<file path="src/rtl/uart_tx_full.sv">
// UART transmitter: 6/7/8 data bits, none/even/odd parity, 1/1.5/2 stop bits, 16x oversampled.
// Latency: start accepted on the next edge without waiting for a baud tick; line changes on the edge that selects each bit.
// Backpressure: i_tx_start is only sampled in IDLE; o_busy is high otherwise and requests arriving then are dropped.
module uart_tx_full (
  input  logic       i_clk,
  input  logic       i_reset,
  input  logic       i_baud_tick,
  input  logic       i_tx_start,
  input  logic [7:0] i_data,
  input  logic [1:0] i_data_num,
  input  logic [1:0] i_stop_num,
  input  logic [1:0] i_par,
  output logic       o_tx,
  output logic       o_tx_done_tick,
  output logic       o_busy
);

  typedef enum logic [2:0] {IDLE, START, DATA, PARITY, STOP} state_t;

  state_t     state_q, state_d;
  logic [4:0] tick_q, tick_d;
  logic [2:0] bit_q, bit_d;
  logic [7:0] data_q, data_d;
  logic [1:0] dnum_q, dnum_d;
  logic [1:0] snum_q, snum_d;
  logic [1:0] par_q, par_d;
  logic       tx_q, tx_d;
  logic       done_c;

  logic [2:0] last_bit;
  logic [4:0] stop_last;
  logic [7:0] data_mask;
  logic       par_en;
  logic       par_bit;
  logic [2:0] bit_nxt;

  // Frame shape comes only from the copies taken when the frame was accepted.
  always_comb begin
    case (dnum_q)
      2'b00:   begin last_bit = 3'd5; data_mask = 8'h3F; end
      2'b01:   begin last_bit = 3'd6; data_mask = 8'h7F; end
      default: begin last_bit = 3'd7; data_mask = 8'hFF; end
    endcase
    case (snum_q)
      2'b00:   stop_last = 5'd15;
      2'b01:   stop_last = 5'd23;
      default: stop_last = 5'd31;
    endcase
    par_en  = (par_q == 2'b01) || (par_q == 2'b10);
    par_bit = (^(data_q & data_mask)) ^ (par_q == 2'b10);
    bit_nxt = bit_q + 3'd1;
  end

  always_comb begin
    state_d = state_q;
    tick_d  = tick_q;
    bit_d   = bit_q;
    data_d  = data_q;
    dnum_d  = dnum_q;
    snum_d  = snum_q;
    par_d   = par_q;
    tx_d    = tx_q;
    done_c  = 1'b0;
    case (state_q)
      IDLE: begin
        tx_d = 1'b1;
        if (i_tx_start) begin
          state_d = START;
          tick_d  = 5'd0;
          bit_d   = 3'd0;
          data_d  = i_data;
          dnum_d  = i_data_num;
          snum_d  = i_stop_num;
          par_d   = i_par;
          tx_d    = 1'b0;
        end
      end
      START: begin
        if (i_baud_tick) begin
          if (tick_q == 5'd15) begin
            tick_d  = 5'd0;
            state_d = DATA;
            tx_d    = data_q[0];
          end else begin
            tick_d = tick_q + 5'd1;
          end
        end
      end
      DATA: begin
        if (i_baud_tick) begin
          if (tick_q == 5'd15) begin
            tick_d = 5'd0;
            if (bit_q == last_bit) begin
              state_d = par_en ? PARITY : STOP;
              tx_d    = par_en ? par_bit : 1'b1;
            end else begin
              bit_d = bit_nxt;
              tx_d  = data_q[bit_nxt];
            end
          end else begin
            tick_d = tick_q + 5'd1;
          end
        end
      end
      PARITY: begin
        if (i_baud_tick) begin
          if (tick_q == 5'd15) begin
            tick_d  = 5'd0;
            state_d = STOP;
            tx_d    = 1'b1;
          end else begin
            tick_d = tick_q + 5'd1;
          end
        end
      end
      STOP: begin
        tx_d = 1'b1;
        if (i_baud_tick) begin
          if (tick_q == stop_last) begin
            tick_d  = 5'd0;
            state_d = IDLE;
            done_c  = 1'b1;
          end else begin
            tick_d = tick_q + 5'd1;
          end
        end
      end
      default: begin
        state_d = IDLE;
        tx_d    = 1'b1;
      end
    endcase
  end

  always_ff @(posedge i_clk) begin
    if (i_reset) begin
      state_q <= IDLE;
      tick_q  <= 5'd0;
      bit_q   <= 3'd0;
      data_q  <= 8'd0;
      dnum_q  <= 2'd0;
      snum_q  <= 2'd0;
      par_q   <= 2'd0;
      tx_q    <= 1'b1;
    end else begin
      state_q <= state_d;
      tick_q  <= tick_d;
      bit_q   <= bit_d;
      data_q  <= data_d;
      dnum_q  <= dnum_d;
      snum_q  <= snum_d;
      par_q   <= par_d;
      tx_q    <= tx_d;
    end
  end

  // A frame cut short by reset must never report completion.
  assign o_tx_done_tick = done_c & ~i_reset;
  assign o_tx           = tx_q;
  assign o_busy         = (state_q != IDLE);

endmodule

</file>
<file path="config.mk">
export PLATFORM = sky130hd
export DESIGN_NAME = uart_tx_full
export DESIGN_NICKNAME = d
export VERILOG_FILES = /design/src/rtl/uart_tx_full.sv
export SDC_FILE = /design/constraint.sdc
export NUM_CORES = 1
export LEC_CHECK = 0
export ABC_AREA = 1
export BUFFER_PORTS_ARGS = -buffer_cell sky130_fd_sc_hd__buf_2
export CORE_MARGIN = 8
export CORE_UTILIZATION = 50
export CTS_CLUSTER_SIZE = 12
export DETAILED_ROUTE_END_ITERATION = 12
export PLACE_DENSITY = 0.85
export REMOVE_ABC_BUFFERS = 1
export SLEW_MARGIN = 25
export SYNTH_ARGS = -nofsm -noshare
export SYNTH_HDL_FRONTEND = slang
export SYNTH_SLANG_ARGS = --single-unit
</file>
<file path="constraint.sdc">
create_clock -name i_clk -period 1.7 [get_ports i_clk]
set_input_delay 0.255 -clock i_clk [delete_from_list [all_inputs] [get_ports i_clk]]
set_output_delay 0.255 -clock i_clk [all_outputs]
set_load 0.01 [all_outputs]
</file>
==> results.cfg, run 1 <==
[cells_and_area]
diodes = 0
stdcell_area_um2 = 1790
multiInputGateArea_um2 = 916
drive_gt1_share_pct = 24.2
nets = 290
syn2layout_area_growth_pct = 15.8
fin_util_pct = 59.7
layout.cells.non_filler = 298
fillers = 292
seqCellArea_um2 = 529

[setup_path]
r2r_end = state_q[1]$_SDFFE_PP0P_
regToRegStartpoint = tick_q[0]$_SDFFE_PP0P_
worstSetupStartpoint = tick_q[0]$_SDFFE_PP0P_
crit_chain = ha_1, nand2_2, a21oi_2, nand2_1, nor2_1, buf_2
r2r_cells = 11
start_kind = flip-flop
path_max_fanout = 3
slowest_delay_ns = 0.36
required_ns = 1.44
path_depth = 6
r2r_slack_ns = 0.13
end_kind = primary output
path_class = flip-flop to primary output
cpLargestDelayFamily = flip-flops
cp_slowest_cell = dfxtp_2
crit_path_end = o_tx_done_tick
cp.arrival_ns = 1.35
critPathBufInv = 1

[place]
io_buffers = 20
place_area_um2 = 1690
dpl_worst_slack_ns = 0.0680
hpwl_mm = 2.64
gp_congestion = 0.857
dp_cells = 292

[synthesis]
ys_top_cells_by_area = dfxtp_1 34%, nand2_1 15%, o21ai_0 8.7%
synth-seq-cells = 26
async_flop_share_pct = 0
synth_area_leader_cell = dfxtp_1
synthTopCellsByCount = 63 x nand2_1, 32 x inv_1, 27 x o21ai_0
ys.flop_type = dfxtp_1
synth.mux.area_fraction_pct = 0
synth.cell_area_um2 = 1550
synth_top_area_share_pct = 33.6
synth_compound_gate_area_share_pct = 19.2
syn_area_per_cell_um2 = 6.45
synth_fa_ha_area_share_pct = 4.04
synth_cell_types = 25
synth.most_common_cell = nand2_1
synth_edf_count = 0
synth_simple_gate_area_share_pct = 31.4
synth-xor-area-share_pct = 1.70
synth_top_family_by_area = simple AND/OR/NAND/NOR gates
yosysWarnings = 0
ys_seq_area_share_pct = 33.6
postSynthCellCount = 240

[floorplan]
core.rowCount = 20
start_util_pct = 51.5
dieArea_um2 = 5130
die_w_um = 71.6
die_h_um = 71.6
core_um2 = 3000
io_pins = 21

[drt]
firstDrtPassIters = 4
wl_per_cell_um = 12.0
drc = 0
viasPerCell = 5.17
drt_iter0_drc = 89
vias = 1542
drt-total-wl_mm = 3.58
ant_nets = 0

[pwr]
max-vdd-ir-drop_uv = 760
leakage_nw = 0.830
p_per_area_nw_per_um2 = 1500
finalPower_mw = 2.69

[worst_hold_path]
hold_path.class = input port to flip-flop

[global_routing]
overflow = 0
grt_pass1_wl_mm = 6.01
grt_start_max_net_pins = 27
grt_use_total_pct = 14.0
antenna_found_initial = 0
grt_pass1_vias = 1474

[sta]
slew_violations = 0
fin_ws_ns = 0.0927
fin_setup_tns_ns = 0
report.final.setup_viol = 0
period_minus_slack_ns = 1.61
slew_headroom_pct = 78.4
tightest_slew_ns = 0.322
fmax_mhz = 622
finClkSkew_ns = 0.00489
hold_viol = 0
timing.hold.ws_ns = 0.161
fin_crit_sh_pct = 94.5

[clock_tree]
cts_sinks = 26
cts_buffer_depth = 2
cts_tree = done
cts_buffers = 3
cts_max_level = 1
holdBufCountCts = 0
path_clk_slew_ns = 0.14
insertion_delay_ns = 0.32
root_buffer = clkbuf_4

[run]
maxCapViolCount = 0

[run_status]
outcome = complete, no violations
==> flip-flops by register name, indices dropped and copies added, names as in the netlist <==
signal and cells:
par_q 2, state_q 3, bit_q 3, snum_q 2
tick_q 5, dnum_q 2, data_q 8, o_tx 1
==> worst min-delay path, cell delays in order <==
cell     delay, ns
buf_2         0.09
nand2_1       0.05
a21oi_1       0.05
==> worst min path at each step <==
stage | slack (ns) | cells after the start | end | startpoint
after floorplan | 0.32 | 1 | bit_q[1]$_SDFFE_PP0P_ | i_reset
after global placement | 0.45 | 2 | par_q[0]$_SDFFE_PP0P_ | par_q[0]$_SDFFE_PP0P_
after detailed placement | 0.46 | 2 | snum_q[1]$_SDFFE_PP0P_ | snum_q[1]$_SDFFE_PP0P_
after CTS | 0.16 | 3 | data_q[3]$_SDFFE_PP0P_ | i_data[3]
after global routing | 0.16 | 3 | par_q[1]$_SDFFE_PP0P_ | i_par[1]
final | 0.16 | 3 | data_q[3]$_SDFFE_PP0P_ | i_data[3]
==> cells by family after synthesis <==
group / Yosys count
AOI/OAI and AO/OA: 57
xor gates and xnor gates: 3
adders and majority gates: 5
buffers and inverters: 41
DFF: 26
and+or+nand+nor: 108
==> metal layers <==
layer,vias up,track usage (%),part of all wire (%)
li1,828,-,-
met1,691,15.2,45
met2,19,25.4,51
met3,4,4.32,3.8
met4,0,4.08,0.70
met5,-,0,0
==> cells in the final DEF (no fill, tap or decap), types with 4 or more instances in the layout <==
cell	synthesis	layout
dfxtp_1	26	19
a21oi_1	26	23
inv_1	32	30
dfxtp_2	0	7
nand3_1	12	12
buf_4	0	6
nor2_1	17	15
o21ai_0	27	22
nand2_1	63	61
inv_2	5	7
o21ai_1	0	4
nand2_2	4	6
buf_2	2	20
ha_1	5	4
==> where the power goes <==
part / total (mW) / internal, mW / switching, mW
combinational: 1.50 / 0.535 / 0.964
clock: 0.261 / 0.0831 / 0.178
sequential: 0.932 / 0.786 / 0.146
==> area by class of cell <==
cell class                      count  share of cell area (%)
Clock buffer                        3                    1.26
Inverter                           37                    7.75
Multi-Input combinational cell    173                    51.1
Sequential cell                    26                    29.5
Tap cell                           33                    2.30
Timing Repair Buffer               26                    8.09
==> repair_timing <==
item	4_1_cts	5_1_grt
resized for setup	0	25
endpoints found under the setup margin	0	10
setup buffers	0	3
Note: power is estimated with default switching activity, not from simulation.
==> run 2, diff against run 1 <==
ABC_AREA = not set   (was 1)
BUFFER_PORTS_ARGS = not set   (was -buffer_cell sky130_fd_sc_hd__buf_2)
DONT_BUFFER_PORTS = 1   (was not set)
PLACE_DENSITY = 0.79   (was 0.85)
==> results.cfg, run 2 <==
[run]
maxCapViolCount = 0

[pwr]
intPower_mw = 0.969
max-vdd-ir-drop_uv = 429
power_switching_share_pct = 26.3
p_sw_mw = 0.346
combPwrFrac_pct = 16.2
p_per_area_nw_per_um2 = 596
leakage_nw = 0.813
power_frac_seq_pct = 49.9
clkPwrFrac_pct = 33.9

[place]
dpl_worst_slack_ns = -0.329
dp_cells = 241
gp_congestion = 0.882
hpwl_mm = 2.84
io_buffers = 0
place_area_um2 = 1750

[cells_and_area]
diodes = 0
regMostFlops = data_q
layout.cells.non_filler = 267
largest_reg_flops = 8
final_cell_mix = 39 x nand2_1, 38 x buf_4, 19 x a21oi_1
reg.largest.list = data_q (8), tick_q (5)
nets = 258
final_common_cell = nand2_1
drive_gt1_share_pct = 42.3
fin_util_pct = 74.2
syn2layout_area_growth_pct = 43.8
stdcell_area_um2 = 2210

[setup_path]
path_class = flip-flop to primary output
path_max_fanout = 4
start_kind = flip-flop
required_ns = 1.44
end_kind = primary output
cp.arrival_ns = 1.86

[worst_hold_path]
hold_path.class = input port to flip-flop

[floorplan]
core_um2 = 2980
start_util_pct = 51.6
core.rowCount = 20
dieArea_um2 = 5100
die_w_um = 71.4
die_h_um = 71.4
io_pins = 21

[synthesis]
synth_cell_types = 49
yosysWarnings = 0
synth-xor-area-share_pct = 5.05
syn_area_per_cell_um2 = 8.08
synthTopCellsByCount = 42 x nand2_1, 26 x dfxtp_1, 23 x a21oi_1
synth_simple_gate_area_share_pct = 27.9
ys.flop_type = dfxtp_1
synth-seq-cells = 26
synth.most_common_cell = nand2_1
synth.mux.area_fraction_pct = 4.24
synth.cell_area_um2 = 1540
ys_seq_area_share_pct = 33.9
synth_edf_count = 0
ys_top_cells_by_area = dfxtp_1 34%, nand2_1 10%, a21oi_1 7.5%
synth_area_leader_cell = dfxtp_1
synth_top_family_by_area = simple AND/OR/NAND/NOR gates
synth_fa_ha_area_share_pct = 4.07
synth_compound_gate_area_share_pct = 20.1
async_flop_share_pct = 0
synth_top_area_share_pct = 33.9
postSynthCellCount = 190

[sta]
tightest_slew_ns = 0.932
hold_viol = 0
fin_ws_ns = -0.419
rsz0062_at_grt = true
fin_crit_sh_pct = 125
slew_violations = 0
timing.hold.ws_ns = 0.0296
period_minus_slack_ns = 2.12
finClkSkew_ns = 0.00288
report.final.setup_viol = 8
fmax_mhz = 472
slew_headroom_pct = 37.7

[clock_tree]
insertion_delay_ns = 0.33
cts_buffers = 3
cts_max_level = 1
cts_buffer_depth = 2
path_clk_slew_ns = 0.16
cts_sinks = 26
root_buffer = clkbuf_4
cts_tree = done

[global_routing]
antenna_found_initial = 0
grt_use_total_pct = 19.6
grt_pass1_wl_mm = 7.91
overflow = 0
grtUsageMet2_pct = 33.1
gr-usage-met1_pct = 21.0
grt_start_max_net_pins = 24
grt_pass1_vias = 1685
grt_busiest_layer = met2
globalRouteMet3Util_pct = 4.18

[drt]
drc = 0
drt_iter0_drc = 211
vias = 1674
firstDrtPassIters = 5
ant_nets = 0
drt-total-wl_mm = 5.26
wl_per_cell_um = 19.7
viasPerCell = 6.27

[run_status]
outcome = complete, but fails checks
violations = setup timing
## run 2: cell types whose count changed after synthesis, sizes merged, moves of 3 or more
cell / before / now
o21a: 0 / 3
nor2: 19 / 10
inv: 37 / 6
or2: 0 / 3
nand2b: 0 / 3
a31oi: 0 / 4
clkbuf: 2 / 5
nand3: 14 / 7
nand2: 68 / 42
buf: 2 / 5
xnor2: 1 / 6
a21oi: 27 / 23
o21ai: 27 / 1
## run 2: path summary, 6_finish.rpt
check / startpoint / endpoint / slack, ns / cells past startpoint
worst max-delay path: tick_q[4]$_SDFFE_PP0P_ / o_tx_done_tick / -0.42 / 5
worst min-delay path: i_stop_num[1] / snum_q[1]$_SDFFE_PP0P_ / 0.03 / 2
worst max register to register: tick_q[3]$_SDFFE_PP0P_ / tick_q[3]$_SDFFE_PP0P_ / -0.39 / 8
worst min register to register: par_q[0]$_SDFFE_PP0P_ / par_q[0]$_SDFFE_PP0P_ / 0.48 / 2
## run 2: stage by stage
| stage | power, mW | setup TNS (ns) |
|---|---|---|
| after CTS | 1.29 | -1.55 |
| after global routing | 1.37 | -2.76 |
| after detailed placement | 0.839 | -1.39 |
| after floorplan | 0.777 | -0.594 |
| final | 1.32 | -2.12 |
| after global placement | 0.830 | -0.707 |
## run 2: what timing repair did
action | 4_1_cts | 5_1_grt
resized for setup | 33 | 28
hold endpoints to repair | 23 | 0
setup endpoints to repair | 9 | 13
pin swaps | 14 | 13
hold buffers | 1 | 0
setup buffers | 18 | 6
## run 2: cells by family (layout without fill, tap and decap cells)
| kind of cell | after synthesis | after routing |
|---|---|---|
| and+or+nand+nor | 84 | 84 |
| AOI/OAI and AO/OA | 47 | 47 |
| DFF | 26 | 26 |
| buffers and inverters | 16 | 60 |
| xor gates and xnor gates | 8 | 8 |
| adders and majority gates | 5 | 5 |
| muxes | 4 | 4 |
## run 2: power groups by stage
stage	Clock [mW]	Combinational, mW	Sequential (mW)
detailed placement	0	0.169	0.669
floorplan	0	0.111	0.666
CTS	0.443	0.193	0.656
global placement	0	0.162	0.667
global route	0.477	0.231	0.658
finish	0.446	0.213	0.656
## run 2: layout make-up
class | instances | area, um^2
multi-input combinational | 148 | 1120
fill | 196 | 769
sequential | 26 | 538
timing repair buffer | 50 | 428
tap | 33 | 41.3
clock inverter | 1 | 30.0
inverter | 6 | 25.0
clock buffer | 3 | 22.5
## run 2: critical path, cell delays in order, from the launching register on
cell	delay, ns
dfxtp_4	0.38
or4b_4	0.53
a31oi_4	0.23
nand2_2	0.09
nor3_2	0.15
buf_4	0.14
## run 2: per-layer routing
metal / vias up / share of wire [%]
li1: 767 / -
met1: 796 / 40
met2: 79 / 50
met3: 32 / 4.8
met4: 0 / 5.6
met5: - / 0
